<file path="config.mk">
export PLATFORM = sky130hd
export DESIGN_NAME = demod_packet_buffer
export DESIGN_NICKNAME = d
export VERILOG_FILES = /design/src/rtl/uap_pkg.sv /design/src/rtl/bit_ring_ram.sv /design/src/rtl/demod_packet_buffer.sv
export SDC_FILE = /design/constraint.sdc
export NUM_CORES = 1
export LEC_CHECK = 0
export CAP_MARGIN = 20
export CORE_AREA = 3 3 187 189
export CTS_CLUSTER_SIZE = 24
export DETAILED_ROUTE_END_ITERATION = 12
export DIE_AREA = 0 0 190 192
export PLACE_DENSITY = 0.62
export SETUP_SLACK_MARGIN = 0.02
export SLEW_MARGIN = 10
export SYNTH_ARGS = -nofsm -noshare
export SYNTH_HDL_FRONTEND = slang
export SYNTH_HIERARCHICAL = 1
export SYNTH_SLANG_ARGS = --single-unit
</file>
<file path="constraint.sdc">
create_clock -name clk -period 4.1 [get_ports clk]
set_clock_uncertainty 0.2 [all_clocks]
set_input_delay 1.23 -clock clk [delete_from_list [all_inputs] [get_ports clk]]
set_output_delay 1.23 -clock clk [all_outputs]
set_load 0.02 [all_outputs]
</file>
<file path="src/rtl/uap_pkg.sv">
// Shared constants and state encoding for the demodulator packet path.
package uap_pkg;

  localparam int REFERENCE_LENGTH = 15;
  localparam int PACKET_LEN       = 224;
  localparam int BUF_DEPTH        = 256;
  localparam int ADDR_W           = 8;

  typedef enum logic [1:0] {
    IDLE,
    CAPTURE,
    DRAIN
  } pkt_buf_state_t;

endpackage

</file>
<file path="src/rtl/bit_ring_ram.sv">
// DEPTH x 1 flop ring. One write port and one combinational read port; 0-cycle read.
// Write-to-read bypass: a read of the address being written returns the new bit.
module bit_ring_ram #(
  parameter int DEPTH = 256,
  parameter int AW    = 8
) (
  input  logic          clk,
  input  logic          we,
  input  logic [AW-1:0] waddr,
  input  logic          wdata,
  input  logic [AW-1:0] raddr,
  output logic          rdata
);

  logic mem [DEPTH];

  always_ff @(posedge clk) begin
    if (we) mem[waddr] <= wdata;
  end

  assign rdata = (we && (waddr == raddr)) ? wdata : mem[raddr];

endmodule

</file>
<file path="src/rtl/demod_packet_buffer.sv">
// Captures one demod bit per symbol strobe into a ring, then drains PACKET_LEN bits from start_addr.
// done at T gives out_valid at T+1; 1 bit/cycle; out_bit/out_last held while out_ready is low.
module demod_packet_buffer
  import uap_pkg::*;
#(
  parameter int BUF_DEPTH  = uap_pkg::BUF_DEPTH,
  parameter int ADDR_W     = uap_pkg::ADDR_W,
  parameter int PACKET_LEN = uap_pkg::PACKET_LEN
) (
  input  logic              clk,
  input  logic              rst,
  input  logic              demod_enable,
  input  logic              sym_strobe,
  input  logic              demod_bit,
  input  logic              done,
  input  logic [ADDR_W-1:0] start_addr,
  output logic              out_bit,
  output logic              out_valid,
  input  logic              out_ready,
  output logic              out_last,
  output logic              busy,
  output logic              overflow
);

  localparam logic [ADDR_W-1:0] LAST_CNT = ADDR_W'(PACKET_LEN - 1);
  localparam logic [ADDR_W:0]   FULL_CNT = (ADDR_W + 1)'(BUF_DEPTH);

  pkt_buf_state_t state, state_nxt;

  logic [ADDR_W-1:0] wr_ptr;
  logic [ADDR_W-1:0] rd_ptr;
  logic [ADDR_W-1:0] rd_cnt;
  logic [ADDR_W:0]   wr_cnt;

  logic              wr_en;
  logic [ADDR_W-1:0] wr_addr;
  logic [ADDR_W-1:0] rd_addr;
  logic              rd_data;
  logic              start_cap;
  logic              load_first;
  logic              advance;
  logic              finish;
  logic              handshake;

  assign handshake = out_valid & out_ready;

  bit_ring_ram #(
    .DEPTH (BUF_DEPTH),
    .AW    (ADDR_W)
  ) u_ram (
    .clk   (clk),
    .we    (wr_en),
    .waddr (wr_addr),
    .wdata (demod_bit),
    .raddr (rd_addr),
    .rdata (rd_data)
  );

  always_ff @(posedge clk) begin
    if (rst) state <= IDLE;
    else     state <= state_nxt;
  end

  always_comb begin
    state_nxt  = state;
    start_cap  = 1'b0;
    wr_en      = 1'b0;
    wr_addr    = wr_ptr;
    rd_addr    = rd_ptr + 1'b1;
    load_first = 1'b0;
    advance    = 1'b0;
    finish     = 1'b0;
    case (state)
      IDLE: begin
        if (demod_enable) begin
          start_cap = 1'b1;
          wr_en     = sym_strobe;
          wr_addr   = '0;
          state_nxt = CAPTURE;
        end
      end
      CAPTURE: begin
        // Enable drop is ignored here: the synchronizer releases it in the done cycle.
        wr_en = sym_strobe;
        if (done) begin
          load_first = 1'b1;
          rd_addr    = start_addr;
          state_nxt  = DRAIN;
        end
      end
      DRAIN: begin
        if (handshake) begin
          if (rd_cnt == LAST_CNT) begin
            finish    = 1'b1;
            state_nxt = IDLE;
          end else begin
            advance = 1'b1;
          end
        end
      end
      default: state_nxt = IDLE;
    endcase
  end

  always_ff @(posedge clk) begin
    if (rst) begin
      wr_ptr    <= '0;
      wr_cnt    <= '0;
      rd_ptr    <= '0;
      rd_cnt    <= '0;
      out_bit   <= 1'b0;
      out_valid <= 1'b0;
      overflow  <= 1'b0;
    end else begin
      if (start_cap) begin
        wr_ptr   <= {{(ADDR_W-1){1'b0}}, sym_strobe};
        wr_cnt   <= {{ADDR_W{1'b0}}, sym_strobe};
        overflow <= 1'b0;
      end else if (wr_en) begin
        wr_ptr <= wr_ptr + 1'b1;
        // Count saturates at full; any strobe beyond it is an overrun.
        if (wr_cnt == FULL_CNT) overflow <= 1'b1;
        else                    wr_cnt   <= wr_cnt + 1'b1;
      end

      if (load_first) begin
        rd_ptr    <= start_addr;
        rd_cnt    <= '0;
        out_bit   <= rd_data;
        out_valid <= 1'b1;
      end else if (advance) begin
        rd_ptr  <= rd_ptr + 1'b1;
        rd_cnt  <= rd_cnt + 1'b1;
        out_bit <= rd_data;
      end else if (finish) begin
        out_valid <= 1'b0;
      end
    end
  end

  assign out_last = out_valid && (rd_cnt == LAST_CNT);
  assign busy     = (state != IDLE);

endmodule

</file>
After elaboration in Yosys (flattened, before gate mapping) --
Memories as Yosys holds them, arrays and structs flattened. Cells that the tools add are included.
Operators by class: $add $sub $neg 4, eq/ne operators 11, muxes and demuxes 36, bitwise gates (word level) 2, reduce and logical (&&, ||, !) cells 14
Operators by type and width (count):
- $mux 8 | 6
- $add 8x1->8 const B | 3
- $mux 1 | 24
- $ne 2x2->1 const B | 6
- $add 9x1->9 const B | 1
- $eq 9x9->1 const B | 1
- $eq 8x8->1 | 1
- $eq 8x8->1 const B | 1
- $mux 2 | 4
- $reduce_and 2->1 | 4
- $reduce_bool 2->1 | 4
- $pmux 2 s3 | 1
- $reduce_and 4->1 | 1
- $reduce_or 2->1 | 2
- $eq 2x1->1 const B | 1
- $eq 2x2->1 const B | 1
- $logic_and 1x1->1 | 2
- $logic_not 2->1 | 1
- $pmux 1 s2 | 1
- $and 1x1->1 | 1
- $not 1->1 | 1
Storage, ports and cells: flip-flop bits (word level) 38, bits in writable memories 256, bits of input ports 15, memories kept 1
Memory list:
- u_ram.mem | words 256, width 1, read ports 1, clocked after Yosys merged registers in 0, wr ports 1, RTL line bit_ring_ram.sv:15 | logic mem [DEPTH];

Longest topological paths before layout --
depth after elaboration 8, mapped depth 18

By module --
The synthesis kept the hierarchy.
By module, submodules not included:
- bit_ring_ram | instances 1, cells an instance 803, area an instance 11345.9 µm², seq. area each 7687.4 µm²
- demod_packet_buffer | instances 1, cells an instance 238, area an instance 2048.2 µm², seq. area each 760.7 µm²

Worst setup path after synthesis --
No wires, ideal clock.
path type input port to flip-flop, from input done, to register out_bit, setup time 0.123 ns, arrival 4.017 ns, slack -0.240 ns, cell stages on the path 16, buffers on the path 3, cell sequence nand3b_1 -> clkbuf_1 -> nor2_1 -> a21oi_1 -> buf_6 -> buf_4 -> mux4_2 -> a211oi_1 -> nor4_1 -> a2111oi_2 -> nand2_1 -> o41ai_2 -> nor3_1 -> mux2_2 -> nand2b_1 -> o21ai_0
Between the ends: longest elaborated chain between the ends 7
RTL lines:
- from (decl) | RTL line demod_packet_buffer.sv:15 | input logic done,
- $mux 8 * | RTL line demod_packet_buffer.sv:85 | if (done) begin
- $mux 8 * | RTL line demod_packet_buffer.sv:73 | case (state)
- net rd_addr[0] | RTL line demod_packet_buffer.sv:37 | logic [ADDR_W-1:0] rd_addr;
- parallel branches: the longest is 2 deep, another holds $mem_v2 256x1
- $mux 1 * | RTL line bit_ring_ram.sv:21 | assign rdata = (we && (waddr == raddr)) ? wdata : mem[raddr];
- net rd_data | RTL line demod_packet_buffer.sv:38 | logic rd_data;
- $mux 1 | RTL line demod_packet_buffer.sv:131 | end else if (advance) begin
- $mux 1 * | RTL line demod_packet_buffer.sv:126 | if (load_first) begin
- to (signal assigned) | RTL line demod_packet_buffer.sv:129 | out_bit <= rd_data;
- to (signal assigned) | RTL line demod_packet_buffer.sv:134 | out_bit <= rd_data;
- to (decl) | RTL line demod_packet_buffer.sv:17 | output logic out_bit,
Mark *: on every way through the listed nets, which the timed path passes. The select of a mux whose other input is x is not followed. A chain may end at the register's enable or synchronous reset.

Final worst setup path --
Same ends and word-level chain as after synthesis.

==> metrics.cfg <==
[drt]
viasPerCell = 5.497
dr.pass1.iters = 5
totalWireLength_um = 33430
avgRoutedWirePerCell_um = 20.70
drc = 0
drtIter0Drc = 870
final_antenna_net_count = 0
vias = 8877

[global_route]
top_usage_layer = met2
grt_pass1_wl_um = 51080
track_usage = 0.1821
grt_max_degree = 86
use_met3 = 0.02975
use_met1 = 0.2462
overflow = 0
met2_usage = 0.3051
grt_antenna_before_repair = 0
grt_pass1_vias = 8717

[floorplan]
rows = 67
die_y_um = 192
die_w_um = 190
io-pin-count = 20
fp.dieArea_mm2 = 0.03648
initial_utilization = 0.4004
core_area_mm2 = 0.03345

[synth]
synth_common_cells = nor2_1, edfxtp_1, clkbuf_1
yosys-top-cells-area = edfxtp_1, nor2_1, mux4_2, dfxtp_1, mux4_1
netlist_instances = 1041
synth-seq-cells = 294
synth.cell_area_mm2 = 0.01339
seq_area_frac_synth = 0.6307
synth_fp_nets = 1061
synth_edf_count = 256
synth_cell_type_count = 63
ys.flop_type = edfxtp_1
ys_warn_count = 6
synth_area_leader_cell = edfxtp_1
async_flop_share = 0
synth.top_cell.area_share = 0.5739
avgSynthCellArea_um2 = 12.87
yosysMostFrequentCell = nor2_1

[cells_and_area]
final_util = 0.4768
nNetsFinal = 1162
antenna_cells = 0
drive_gt1_frac = 0.2254
area_growth_pct = 19.06

[cts]
worstSkewPairLatency_ns = 0.57
cts_tree = yes
clk_pin_slew_ns = 0.06
cts_htree_levels = 1
root_buffer = clkbuf_16
numClockSinks = 294
hold_buffers = 0
cts_buffers = 31
clock_path_buffers = 3

[timing]
worstMarginPinSlew_ns = 0.8372
drv_slew = 0
finalSetupViolations = 0
setup_tns_ns = 0
setup_ws_ns = 0.1141
hold_viol = 0
min_period_ns = 3.986
maxSlewHeadroom = 0.4340
fmax_ghz = 0.2509
whs_ns = 0.2852
timing.final.crit_share = 0.9722

[setup_path]
end_kind = flip-flop
arrival_ns = 4.23
slowest_delay_ns = 0.37
start_kind = input port
cp_top_family = multiplexers
crit_buf_inv = 4
worst_ep_required_time_ns = 4.34
crit_fanout = 7
criticalPathCategory = input port to flip-flop
slowest_stage = mux2_4
crit_path_cell_trace = clkdlybuf4s15_1 > nand3b_1 > buf_6 > buf_6 > mux2_4 > buf_12 > mux4_2 > nor2b_1 > a211oi_2 > a211oi_2 > or3_4 > o41ai_4 > nor3_2 > mux2_4 > nand2b_1 > o21ai_1

[hold_path]
hold_class = flip-flop to flip-flop

[placed_design]
gp_congestion = 0.8453
place_hpwl_um = 21180
port_buffers = 19
place_ws_ns = -0.8977

[power]
vdd_drop_max_v = 0.0002911
power_density_mw_per_mm2 = 428.9
p_leak_nw = 5.123

[status]
status = completed

[flow_run]
cap_violations = 0

-- sequential cells by signal (all words and copies together), names as in the netlist --
signal,flops
state,2
out_bit,1
wr_cnt,9
rd_ptr,8
out_valid,1
rd_cnt,8
overflow,1
wr_ptr,8
u_ram/mem,256
-- layout by cell type, fill, tap and decap left out, types with 4 or more instances in the layout --
cell             instances
a211oi_1                 8
a211oi_2                 6
a21oi_1                 19
a311oi_1                 4
a31oi_1                  4
and2_1                  13
and3_1                   5
buf_12                   7
buf_4                  105
buf_6                    7
bufinv_16                4
clkbuf_1                 5
clkbuf_16               31
clkdlybuf4s50_1         16
clkinv_1                 4
clkinv_2                11
dfxtp_1                 38
edfxtp_1               256
ha_1                     5
inv_1                    9
mux2_2                  17
mux2i_1                  6
mux4_1                   9
mux4_2                  46
nand2_1                 48
nand2b_1                 9
nand3_1                 18
nand4_1                  8
nand4b_1                 4
nor2_1                 297
nor2b_1                 10
nor3_1                   8
nor4_1                   5
o21ai_0                  8
o21ai_1                  6
o22ai_1                 14
or3_1                    5
or4_1                    4
xnor2_1                  9
xor2_1                  23
-- tightest hold or removal path, delay by kind of cell, from the launching register on --
family           cells  cell delay (ns)
flip-flops           1             0.34
AND/OR/NAND/NOR      1             0.07
AO/OA/AOI/OAI        1             0.05
-- final timing paths --
check	slack (ns)	cells after the start	from	end
hold / removal	0.29	2	overflow	overflow
setup / recovery	0.11	16	done	out_bit
setup reg to reg	0.52	15	state[1]	out_bit
hold reg to reg	0.29	2	overflow	overflow
-- stage by stage --
step | cells | power [mW] | area, um^2
global route | 1615 | 7.054 | 15950
CTS | 1611 | 6.840 | 15810
global placement | 1550 | 4.048 | 14750
floorplan | 1041 | 3.754 | 13440
finish | 1615 | 6.840 | 15950
detailed placement | 1550 | 4.054 | 14750
-- area by class of cell --
| type | count | area [um^2] |
|---|---|---|
| Timing Repair Buffer | 138 | 1205 |
| Clock buffer | 36 | 794.5 |
| Inverter | 10 | 41.29 |
| Fill cell | 2982 | 17500 |
| Multi-Input combinational cell | 667 | 4686 |
| Clock inverter | 22 | 211.5 |
| Sequential cell | 294 | 8448 |
| Tap cell | 448 | 560.5 |
-- power breakdown --
| part | internal, mW | switching [mW] | total (mW) |
|---|---|---|---|
| clock network | 1.63 | 1.15 | 2.79 |
| registers | 3.26 | 0.0136 | 3.27 |
| logic | 0.375 | 0.405 | 0.781 |
| total | 5.27 | 1.57 | 6.84 |
-- routing by layer --
layer | vias up | routed length [um]
li1 | 4025 | -
met1 | 4481 | 14270
met2 | 311 | 15920
met3 | 60 | 2402
met4 | 0 | 830
met5 | - | 0
-- timing repair --
| action | CTS | global route |
|---|---|---|
| setup endpoints to repair | 1 | 1 |
| pin swaps | 4 | 8 |
| resized for setup | 8 | 25 |
| buffers inserted | 3 | 4 |
-- cells by family (layout without fill, tap and decap cells) --
logic type / count (synthesis) / in the layout / share of synthesized area
simple gates: 456 / 456 / 0.1501
buf+inv: 80 / 206 / 0.02812
flops: 294 / 294 / 0.6307
compound gates: 92 / 92 / 0.04764
mux: 82 / 82 / 0.1178
xor+xnor: 32 / 32 / 0.02092
fa+ha+maj: 5 / 5 / 0.004671
(Power assumes the default switching activity.)
